## src/rtl/conv_addr_unit.sv

```systemverilog
// Address and loop-counter unit for the convolution engine: SRAM/weight-memory
// address generation, header capture, sentinel detection and output-edge flags.
module conv_addr_unit (
   input  logic        clk,
   input  logic        reset_b,
   input  logic        dut_busy_toggle,
   input  logic        incr_raddr_enable,
   input  logic        incr_waddr_enable,
   input  logic        rst_dut_wmem_read_address,
   input  logic        str_weights_dims,
   input  logic        str_input_nrows,
   input  logic        str_input_ncols,
   input  logic        incr_col_enable,
   input  logic        incr_row_enable,
   input  logic        rst_col_counter,
   input  logic        rst_row_counter,
   input  logic [15:0] sram_dut_read_data,
   output logic [11:0] dut_sram_read_address,
   output logic [11:0] dut_sram_write_address,
   output logic [11:0] dut_wmem_read_address,
   output logic        dut_busy,
   output logic        end_condition_met,
   output logic        last_col_next,
   output logic        last_row_flag
);

   localparam logic [0:0] IDLE = 1'b0;
   localparam logic [0:0] BUSY = 1'b1;

   localparam logic [15:0] SENTINEL = 16'h00FF;

   logic [0:0]  state_reg, state_next;
   logic [11:0] raddr_reg, raddr_next;
   logic [11:0] waddr_reg, waddr_next;
   logic [11:0] wmem_reg, wmem_next;
   logic        end_reg, end_next;
   logic        sentinel_seen;
   logic        start_run;

   // Index 0 is the column loop, index 1 the row loop.
   logic [7:0]  cnt_reg  [2];
   logic [7:0]  cnt_next [2];
   logic [7:0]  dim_reg  [2];
   logic [7:0]  dim_next [2];
   logic        cnt_clr  [2];
   logic        cnt_inc  [2];
   logic        dim_str  [2];
   logic        last_flag[2];

   assign sentinel_seen = str_input_nrows && (sram_dut_read_data == SENTINEL);
   assign start_run     = (state_reg == IDLE) && dut_busy_toggle;

   assign cnt_clr[0] = rst_col_counter;
   assign cnt_clr[1] = rst_row_counter;
   assign cnt_inc[0] = incr_col_enable;
   assign cnt_inc[1] = incr_row_enable;
   assign dim_str[0] = str_input_ncols;
   assign dim_str[1] = str_input_nrows && !sentinel_seen;

   always_comb begin
      state_next = state_reg;
      case (state_reg)
         IDLE:    if (dut_busy_toggle) state_next = BUSY;
         BUSY:    if (sentinel_seen)   state_next = IDLE;
         default: state_next = IDLE;
      endcase
   end

   always_comb begin
      raddr_next = raddr_reg;
      if (incr_raddr_enable) raddr_next = raddr_reg + 12'd1;

      waddr_next = waddr_reg;
      if (start_run)              waddr_next = 12'h000;
      else if (incr_waddr_enable) waddr_next = waddr_reg + 12'd1;

      // Address 0 holds the dimensions; the weight word follows at address 1.
      wmem_next = wmem_reg;
      if (rst_dut_wmem_read_address) wmem_next = 12'h000;
      else if (str_weights_dims)     wmem_next = 12'h001;

      end_next = end_reg;
      if (sentinel_seen)  end_next = 1'b1;
      else if (start_run) end_next = 1'b0;
   end

   genvar gi;
   generate
      for (gi = 0; gi < 2; gi++) begin : g_loop
         always_comb begin
            cnt_next[gi] = cnt_reg[gi];
            if (cnt_clr[gi])
               cnt_next[gi] = 8'h00;
            else if (cnt_inc[gi] && (cnt_reg[gi] != 8'hFF))
               cnt_next[gi] = cnt_reg[gi] + 8'd1;

            dim_next[gi] = dim_reg[gi];
            if (dim_str[gi]) dim_next[gi] = sram_dut_read_data[7:0];
         end

         // Widened to 9 bits so dim-3 cannot underflow for small dimensions.
         assign last_flag[gi] = ({1'b0, dim_reg[gi]} < 9'd3) ||
                                ({1'b0, cnt_reg[gi]} >= ({1'b0, dim_reg[gi]} - 9'd3));

         always_ff @(posedge clk or negedge reset_b) begin
            if (!reset_b) begin
               cnt_reg[gi] <= 8'h00;
               dim_reg[gi] <= 8'h00;
            end else begin
               cnt_reg[gi] <= cnt_next[gi];
               dim_reg[gi] <= dim_next[gi];
            end
         end
      end
   endgenerate

   always_ff @(posedge clk or negedge reset_b) begin
      if (!reset_b) begin
         state_reg <= IDLE;
         raddr_reg <= 12'h000;
         waddr_reg <= 12'h000;
         wmem_reg  <= 12'h000;
         end_reg   <= 1'b0;
      end else begin
         state_reg <= state_next;
         raddr_reg <= raddr_next;
         waddr_reg <= waddr_next;
         wmem_reg  <= wmem_next;
         end_reg   <= end_next;
      end
   end

   assign dut_sram_read_address  = raddr_reg;
   assign dut_sram_write_address = waddr_reg;
   assign dut_wmem_read_address  = wmem_reg;
   assign dut_busy               = (state_reg == BUSY);
   assign end_condition_met      = end_reg;
   assign last_col_next          = last_flag[0];
   assign last_row_flag          = last_flag[1];

endmodule

```

## config.mk

```make
export PLATFORM = sky130hd
export DESIGN_NAME = conv_addr_unit
export DESIGN_NICKNAME = d
export VERILOG_FILES = /design/src/rtl/conv_addr_unit.sv
export SDC_FILE = /design/constraint.sdc
export NUM_CORES = 1
export LEC_CHECK = 0
export ABC_CLOCK_PERIOD_IN_PS = 3250
export CAP_MARGIN = 15
export CELL_PAD_IN_SITES_DETAIL_PLACEMENT = 1
export CELL_PAD_IN_SITES_GLOBAL_PLACEMENT = 2
export CORE_AREA = 2 2 107 98
export CTS_CLUSTER_SIZE = 28
export DETAILED_ROUTE_END_ITERATION = 12
export DIE_AREA = 0 0 109 100
export GPL_TIMING_DRIVEN = 0
export PLACE_DENSITY_LB_ADDON = 0.1
export REMOVE_ABC_BUFFERS = 1
export SETUP_SLACK_MARGIN = 0.4
export SKIP_CTS_REPAIR_TIMING = 1
export SYNTH_ARGS = -nofsm -noshare
export SYNTH_HDL_FRONTEND = slang
export SYNTH_SLANG_ARGS = --single-unit
```

## constraint.sdc

```tcl
create_clock -name clk -period 3.25 [get_ports clk]
set_input_delay 0.65 -clock clk [delete_from_list [all_inputs] [get_ports clk]]
set_output_delay 0.65 -clock clk [all_outputs]
set_load 0.1 [all_outputs]
```

==> results of run 1 <==
## power breakdown
| part | total (uW) | internal [uW] | switching, uW |
|---|---|---|---|
| logic | 1120 | 305 | 812 |
| registers | 974 | 834 | 140 |
| clock network | 669 | 374 | 295 |
| total | 2760 | 1510 | 1250 |
## metrics by stage
step	worst slack [ns]	power (uW)	std cells	utilization	setup TNS [ns]
2_1_floorplan	-1.18	1790	328	-	-2.32
4_1_cts	-1.02	2790	530	0.424	-1.97
5_1_grt	-0.0227	2910	533	0.429	-0.0227
3_5_place_dp	-0.625	2100	514	0.404	-1.20
6_report	0.0982	2760	533	0.429	0
3_3_place_gp	-0.659	2080	514	0.404	-39.84
## area by class of cell
type / instances / area (um2)
Fill cell: 1118 / 5680
Multi-Input combinational cell: 258 / 1790
Sequential cell: 59 / 1480
Timing Repair Buffer: 60 / 596
Tap cell: 129 / 161
Clock buffer: 12 / 145
Clock inverter: 4 / 50.0
Inverter: 11 / 41.3
## layer usage
metal  GRT usage  vias up
met2       0.215       63
met4      0.0444        0
met1       0.210     1259
met3      0.0578        8
met5           0        -
li1            -     1283
## worst paths after layout
check                                                from                         to  slack (ns)
worst max register to register                 cnt_reg[1]                 cnt_reg[1]        1.49
worst max-delay path                           dim_reg[3]              last_row_flag         0.1
min in group clk                dut_sram_read_address[11]  dut_sram_read_address[11]        0.49
max in group asynchronous                         reset_b                dim_reg[11]        2.30
worst min register to register  dut_sram_read_address[11]  dut_sram_read_address[11]        0.49
worst min-delay path                              reset_b                cnt_reg[14]        0.39
## Yosys cell counts
cell type  instances  area share
o31a_1             1      0.0026
clkbuf_1           3      0.0033
mux2i_1            8       0.024
a2111oi_0          1      0.0026
buf_4             11       0.025
o211ai_1           4      0.0089
nor2_1            41       0.046
or4b_1             1      0.0030
conb_1             1      0.0011
nor4_1             4      0.0074
buf_1              2      0.0022
and3_1             6       0.011
a21oi_1           14       0.021
nor3_1            10       0.015
ha_1              22       0.082
nand2b_1           3      0.0056
nor4_2             1      0.0037
xnor2_1           21       0.055
a21o_1             1      0.0022
o21ai_0           13       0.019
dfrtp_1           59        0.44
nor2b_1            4      0.0074
a2bb2oi_1          1      0.0026
and4_1             2      0.0052
or3_1              2      0.0037
and2_1             1      0.0019
nand4_1           17       0.032
or4_1              2      0.0045
mux2_2             8       0.027
mux2_4             7       0.031
buf_6              1      0.0033
xor2_1            16       0.042
inv_1             11       0.012
or4_4              2      0.0067
nand3_1            6      0.0089
nand2_1           27       0.030
or4b_2             1      0.0030
## cell families after synthesis
kind of cell	count (synthesis)	share of synthesized area
other	1	0.00112
AOI/OAI and AO/OA	35	0.0592
and+or+nand+nor	130	0.195
xor gates and xnor gates	37	0.0964
buffers and inverters	28	0.0458
DFF	59	0.439
muxes	23	0.0819
adders and majority gates	22	0.0819
==> metrics.yaml, run 1 <==
status: "finished, final reports clean"
fin_area_um2: 4270
htreeDepth: 3
avgSynthCellArea_um2: 10.0
synth_cell_types: 37
vias_per_cell: 4.90
syn_inst: 335
dpl.hpwl_um: 5520
min_period_over_period: 0.970
crit_cells: 9
tightest_slew_ns: 1.05
max_stage_delay_ns: 0.57
die_h_um: 100
portBuffers: 57
grt_pass1_vias: 2635
cp.required_ns: 2.60
maxSlewHeadroom: 0.297
drt-total-wl_um: 7640
crit_path_max_fanout: 3
wl_met1_um: 3790
max-vdd-ir-drop_mv: 0.606
rsz0062_at_grt: "true"
hold_viol_final: 0
layout-drive-gt1-share: 0.114
wl_met2_um: 3230
whs_ns: 0.386
crit_path_end_kind: "primary output"
ant_nets: 0
coreArea_um2: 9940
num_vias: 2613
highest_layer: "met4"
critical_path_class: "reg -> out"
cts_tree: "yes"
nNetsFinal: 450
period_minus_slack_ns: 3.15
grt-ovfl-total: 0
cts.sinks: 59
clkLatencyLatePin_ns: 0.34
cpLargestDelayFamily: "simple AND/OR/NAND/NOR gates"
io_pins: 69
clk_pin_slew_ns: 0.07
crit_top_cell: "o21ai_1"
start_kind: "register"
gp_congestion: 0.707
fmax_mhz: 317
arrival_ns: 2.50
worstRegToRegCells: 5
syn_area_um2: 3360
grtUsageTotal: 0.150
firstDrtPassIters: 4
power.density_nw_per_um2: 647
clock_skew_ns: 0.00874
drc: 0
final-setup-viol-count: 0
avgRoutedWirePerCell_um: 14.3
yosys_warnings: 0
placed_area_um2: 4020
initial_core_util: 0.338
rows: 35
drt_iter0_drc: 49
seq_area_frac_synth: 0.439
slowest_stage: "or4_4"
num_antenna_cells: 0
grt_pass1_wl_um: 12700
ys_ff_latch: 59
mostFrequentLayoutCells: "56 x dfrtp_1, 54 x clkdlybuf4s50_1, 40 x nor2_1"
cts_buffer_depth: 2
cts_made_buffers: 9
grt_antenna_before_repair: 0
die_x_um: 109
cellLeakagePower_uw: 0.00186
syn_to_final_growth_pct: 26.9
crit_chain: "or4_4 -> nor2_4 -> xnor2_1 -> ha_1 -> nand2_1 -> o21ai_1 -> a21oi_1 -> o21ai_1 -> buf_6"
hold_class: "in -> async"
final_common_cell: "dfrtp_1"
die-area_um2: 10900
cap_violations: 0
cp_num_buf_inv: 1
slew_violations: 0
root_buffer: "clkbuf_8"
grt_max_degree: 60
met3_length_um: 540
Power figures use the tool's default switching activity.
==> inputs of run 2 (changes only) <==
--- a/config.mk
+++ b/config.mk
@@ -9,10 +9,11 @@
 export CAP_MARGIN = 15
 export CELL_PAD_IN_SITES_DETAIL_PLACEMENT = 1
 export CELL_PAD_IN_SITES_GLOBAL_PLACEMENT = 2
-export CORE_AREA = 2 2 107 98
+export CORE_AREA = 2 2 84 126
+export CTS_CLUSTER_DIAMETER = 200
 export CTS_CLUSTER_SIZE = 28
 export DETAILED_ROUTE_END_ITERATION = 12
-export DIE_AREA = 0 0 109 100
+export DIE_AREA = 0 0 86 128
 export GPL_TIMING_DRIVEN = 0
 export PLACE_DENSITY_LB_ADDON = 0.1
 export REMOVE_ABC_BUFFERS = 1
@@ -21,3 +22,4 @@
 export SYNTH_ARGS = -nofsm -noshare
 export SYNTH_HDL_FRONTEND = slang
 export SYNTH_SLANG_ARGS = --single-unit
+export TNS_END_PERCENT = 10
==> metrics.yaml, run 2 (synthesis results as in run 1) <==
grt_pass1_vias: 2757  # +4.6%
io_pins: 69  # unchanged
die_x_um: 86  # -21%
fmax_mhz: 320  # +0.82%
num_vias: 2661  # +1.8%
mostFrequentLayoutCells: "57 x dfrtp_1, 54 x clkdlybuf4s50_1, 39 x nor2_1"
num_antenna_cells: 0  # unchanged
rows: 45  # +29%
vias_per_cell: 5.10  # +4.0%
slowest_stage: "or4_4"
htreeDepth: 3  # unchanged
crit_path_end_kind: "primary output"
cp.required_ns: 2.60  # about the same
max-vdd-ir-drop_mv: 0.608  # +0.37%
grt_antenna_before_repair: 0  # unchanged
cellLeakagePower_uw: 0.00192  # +3.4%
grt_max_degree: 60  # unchanged
crit_cells: 9  # unchanged
grt-ovfl-total: 0  # unchanged
layoutNonFillerInstCount: 522  # -2.1%
cts_made_buffers: 9  # unchanged
fin_area_um2: 4380  # +2.6%
clk_pin_slew_ns: 0.06  # about the same
maxSlewHeadroom: 0.322  # +0.0251
final_common_cell: "dfrtp_1"
firstDrtPassIters: 4  # unchanged
rsz0062_at_grt: "true"
critical_path_class: "reg -> out"
clock_skew_ns: 0.00862  # -0.000120 ns
drt-total-wl_um: 7890  # +3.2%
cts_tree: "yes"
portBuffers: 57  # unchanged
slew_violations: 0  # unchanged
tightest_slew_ns: 1.02  # -0.0375 ns
grt_pass1_wl_um: 13300  # +4.7%
initial_core_util: 0.337  # -0.000849
die_h_um: 128  # +28%
power.density_nw_per_um2: 682  # +5.3%
gp_congestion: 0.741  # +4.8%
cap_violations: 0  # unchanged
avgRoutedWirePerCell_um: 15.1  # +5.4%
cts.sinks: 59  # unchanged
syn_to_final_growth_pct: 30.2
place_inst: 502  # -2.3%
dpl_worst_slack_ns: -0.740  # -0.115 ns
min_period_over_period: 0.962  # -0.00788
clkLatencyLatePin_ns: 0.33  # about the same
worstRegToRegCells: 5  # unchanged
cpLargestDelayFamily: "simple AND/OR/NAND/NOR gates"
nNetsFinal: 451  # +0.22%
final.setup.worst_slack_ns: 0.124  # +0.0256 ns
start_kind: "register"
root_buffer: "clkbuf_16"
whs_ns: 0.381  # -0.00548 ns
die-area_um2: 11000  # +0.99%
ant_nets: 0  # unchanged
final-setup-viol-count: 0  # unchanged
drt_iter0_drc: 59  # +20%
dpl.hpwl_um: 5840  # +5.8%
crit_path_max_fanout: 4  # +1
placed_area_um2: 4000  # -0.37%
layout-drive-gt1-share: 0.131  # +0.0170
tns_ns: 0  # unchanged
hold_class: "in -> async"
grtUsageTotal: 0.154  # +0.00434
period_minus_slack_ns: 3.13  # -0.0256 ns
cp_num_buf_inv: 1  # unchanged
arrival_ns: 2.48  # -0.02 ns
nFillCells: 1138  # +1.8%
crit_top_cell: "nor2_2"
drc: 0  # unchanged
coreArea_um2: 9970  # +0.25%
status: "finished, final reports clean"
max_stage_delay_ns: 0.55  # -0.02 ns
crit_chain: "or4_4 -> nor2_2 -> xnor2_1 -> ha_1 -> nand2_1 -> nor2_2 -> a21oi_2 -> o21ai_1 -> clkbuf_8"
cts_buffer_depth: 2  # unchanged
hold_viol_final: 0  # unchanged
-- run 2: cell count changes in the layout (fill, tap and decap cells not counted), sizes merged --
cell	change
buf	+1
bufinv	-1
clkbuf	-1
clkinv	+3
clkinvlp	-1
-- run 2: final cells by class --
class	instances	area (um2)	area share
multi-input combinational	258	1820	0.415
sequential	59	1480	0.338
timing repair buffer	61	612	0.140
clock buffer	11	253	0.0577
tap	117	146	0.0334
inverter	11	41.3	0.00943
clock inverter	5	27.5	0.00629
-- run 2: where the power goes --
part / internal, uW / switching (uW)
Combinational: 310 / 812
Clock: 551 / 336
Sequential: 835 / 139
Total: 1700 / 1290
-- run 2: path summary, 6_finish.rpt --
kind                                            from                         to  slack [ns]
setup / recovery                          dim_reg[3]              last_row_flag        0.12
hold / removal                               reset_b                cnt_reg[10]        0.38
setup reg to reg                          cnt_reg[1]                 cnt_reg[1]        1.48
hold reg to reg            dut_sram_read_address[11]  dut_sram_read_address[11]        0.48
max in group asynchronous                    reset_b                 dim_reg[3]        2.28
min in group clk           dut_sram_read_address[11]  dut_sram_read_address[11]        0.48
-- run 2: through the flow --
step	power (uW)	utilization
CTS	3010	0.430
floorplan	1790	-
finish	2980	0.439
detailed placement	2090	0.402
global placement	2080	0.402
global route	3120	0.439
-- run 2: per-layer routing --
layer / up-vias / track usage / part of all wire
li1: 1288 / - / -
met1: 1315 / 0.171 / 0.40
met2: 47 / 0.277 / 0.54
met3: 11 / 0.0277 / 0.036
met4: 0 / 0.0812 / 0.022
met5: - / 0 / 0
-- run 2: worst reg2reg max path: cells and delay by family, from the launching register on --
kind,cells,cell delay [ns]
AND/OR/NAND/NOR,2,0.23
multiplexers,1,0.24
adder cells (fa/ha/maj),1,0.25
flip-flops,1,0.43
AO/OA/AOI/OAI,1,0.49
==> inputs of run 3 (changes only) <==
--- a/config.mk
+++ b/config.mk
@@ -10,6 +10,7 @@
 export CELL_PAD_IN_SITES_DETAIL_PLACEMENT = 1
 export CELL_PAD_IN_SITES_GLOBAL_PLACEMENT = 2
 export CORE_AREA = 2 2 84 126
+export CTS_BUF_LIST = sky130_fd_sc_hd__clkbuf_16
 export CTS_CLUSTER_DIAMETER = 200
 export CTS_CLUSTER_SIZE = 28
 export DETAILED_ROUTE_END_ITERATION = 12
==> metrics.yaml, run 3 (synthesis results as in run 1) <==
nNetsFinal: 449  # -0.44%
fin_area_um2: 4360  # -0.37%
arrival_ns: 2.50  # +0.02 ns
die-area_um2: 11000  # unchanged
root_buffer: "clkbuf_16"
hold_viol_final: 0  # unchanged
highest_layer: "met4"
ant_nets: 0  # unchanged
final-setup-viol-count: 0  # unchanged
met3_length_um: 279  # -1.4%
num_vias: 2645  # -0.60%
cts_tree: "yes"
rows: 45  # unchanged
tns_ns: 0  # unchanged
worstSetupStartpoint: "dim_reg[3]"
dpl.hpwl_um: 5840  # unchanged
num_antenna_cells: 0  # unchanged
cpLargestDelayFamily: "simple AND/OR/NAND/NOR gates"
crit_chain: "or4_4 -> nor2_4 -> xnor2_2 -> ha_1 -> nand2_2 -> o21ai_2 -> a21oi_2 -> o21ai_1 -> clkbuf_8"
p_sw_frac: 0.438  # +0.00697
grt-ovfl-total: 0  # unchanged
maxSlewHeadroom: 0.321  # about the same
clk_pin_slew_ns: 0.06  # about the same
tightest_slew_ns: 1.02  # +0.000446 ns
power.internal_uw: 1650  # -2.8%
rrSetupSlack_ns: 1.49  # about the same
power_switching_uw: 1290  # about the same
worstRegToRegCells: 5  # unchanged
htreeDepth: 3  # unchanged
cap_violations: 0  # unchanged
min_period_over_period: 0.970  # +0.00814
seq_power_share: 0.332  # +0.006
clock_skew_ns: 0.00862  # +0.00000119 ns
layout-drive-gt1-share: 0.129  # -0.00183
wl_met2_um: 4230  # -0.98%
crit_path_end_kind: "primary output"
placed_area_um2: 4000  # unchanged
firstDrtPassIters: 4  # unchanged
cellLeakagePower_uw: 0.00191  # -0.77%
final_common_cell: "dfrtp_1"
crit_path_max_fanout: 4  # unchanged
slowest_stage: "or4_4"
io_pins: 69  # unchanged
cts.sinks: 59  # unchanged
clkLatencyLatePin_ns: 0.33  # about the same
cp_num_buf_inv: 1  # unchanged
rsz0062_at_grt: "true"
grt_antenna_before_repair: 0  # unchanged
grt_pass1_wl_um: 13300  # unchanged
die_x_um: 86  # unchanged
vias_per_cell: 5.09  # -0.22%
r2r_start: "cnt_reg[1]"
initial_core_util: 0.337  # unchanged
start_kind: "register"
hold_class: "in -> async"
die_h_um: 128  # unchanged
slew_violations: 0  # unchanged
grt_max_degree: 60  # unchanged
cts_buffer_depth: 2  # unchanged
status: "finished, final reports clean"
syn_to_final_growth_pct: 29.7
max_stage_delay_ns: 0.58  # +0.03 ns
fmax_mhz: 317  # -0.84%
layoutNonFillerInstCount: 520  # -0.38%
portBuffers: 57  # unchanged
cp.required_ns: 2.60  # about the same
power.density_nw_per_um2: 673  # -1.3%
drc: 0  # unchanged
period_minus_slack_ns: 3.15  # +0.0264 ns
drt_iter0_drc: 67  # +14%
rr_endpoint: "cnt_reg[1]"
grtUsageTotal: 0.154  # unchanged
nFillCells: 1141  # +0.26%
coreArea_um2: 9970  # unchanged
grt_pass1_vias: 2757  # unchanged
avgRoutedWirePerCell_um: 15.1  # -0.38%
drt-total-wl_um: 7830  # -0.76%
max-vdd-ir-drop_mv: 0.608  # about the same
wl_met1_um: 3150  # -0.44%
place_inst: 502  # unchanged
clockPowerShare: 0.285  # -0.012
p_comb_frac: 0.382  # +0.006
gp_congestion: 0.741  # unchanged
critical_path_class: "reg -> out"
cts_made_buffers: 9  # unchanged
mostFrequentLayoutCells: "57 x dfrtp_1, 54 x clkdlybuf4s50_1, 39 x nor2_1"
-- run 3: metal layers --
metal / global-route usage / up-vias
met5: 0 / -
met4: 0.0812 / 0
met3: 0.0277 / 11
met2: 0.277 / 45
met1: 0.171 / 1307
li1: - / 1282
-- run 3: metrics by stage --
step	utilization	hold slack (ns)	total power (uW)	setup slack (ns)
after floorplan	-	0.354	1790	-1.18
after global placement	0.402	0.462	2080	-0.731
after detailed placement	0.402	0.465	2090	-0.740
after CTS	0.428	0.435	2960	-1.11
after global routing	0.438	0.465	3070	-0.0275
final	0.438	0.381	2930	0.0973
-- run 3: area by class of cell --
cell class | instances | area (um2) | area share
Tap cell | 117 | 146 | 0.0336
Inverter | 11 | 41.3 | 0.00947
Sequential cell | 59 | 1480 | 0.339
Timing Repair Buffer | 59 | 597 | 0.137
Multi-Input combinational cell | 258 | 1840 | 0.421
Clock buffer | 9 | 225 | 0.0516
Clock inverter | 7 | 35.0 | 0.00803
-- run 3: worst register-to-register path, cell delays in order (launching register included) --
cell,delay (ns)
dfrtp_1,0.43
ha_1,0.25
nand4_1,0.18
o21ai_0,0.48
mux2i_1,0.24
nor2_1,0.05
-- run 3: power by group through the flow --
stage	Clock, uW	Sequential [uW]	Combinational [uW]
after CTS	867	972	1120
after detailed placement	0	980	1110
final	838	975	1120
after global routing	891	996	1180
after floorplan	0	1480	311
after global placement	0	979	1100
-- run 3: worst max path at each step --
stage | slack, ns | end | cells after the start
6_report | 0.1 | last_row_flag | 9
3_3_place_gp | -0.73 | last_col_next | 8
4_1_cts | -1.11 | last_col_next | 8
5_1_grt | -0.03 | last_row_flag | 9
3_5_place_dp | -0.74 | last_col_next | 8
2_1_floorplan | -1.18 | last_row_flag | 8
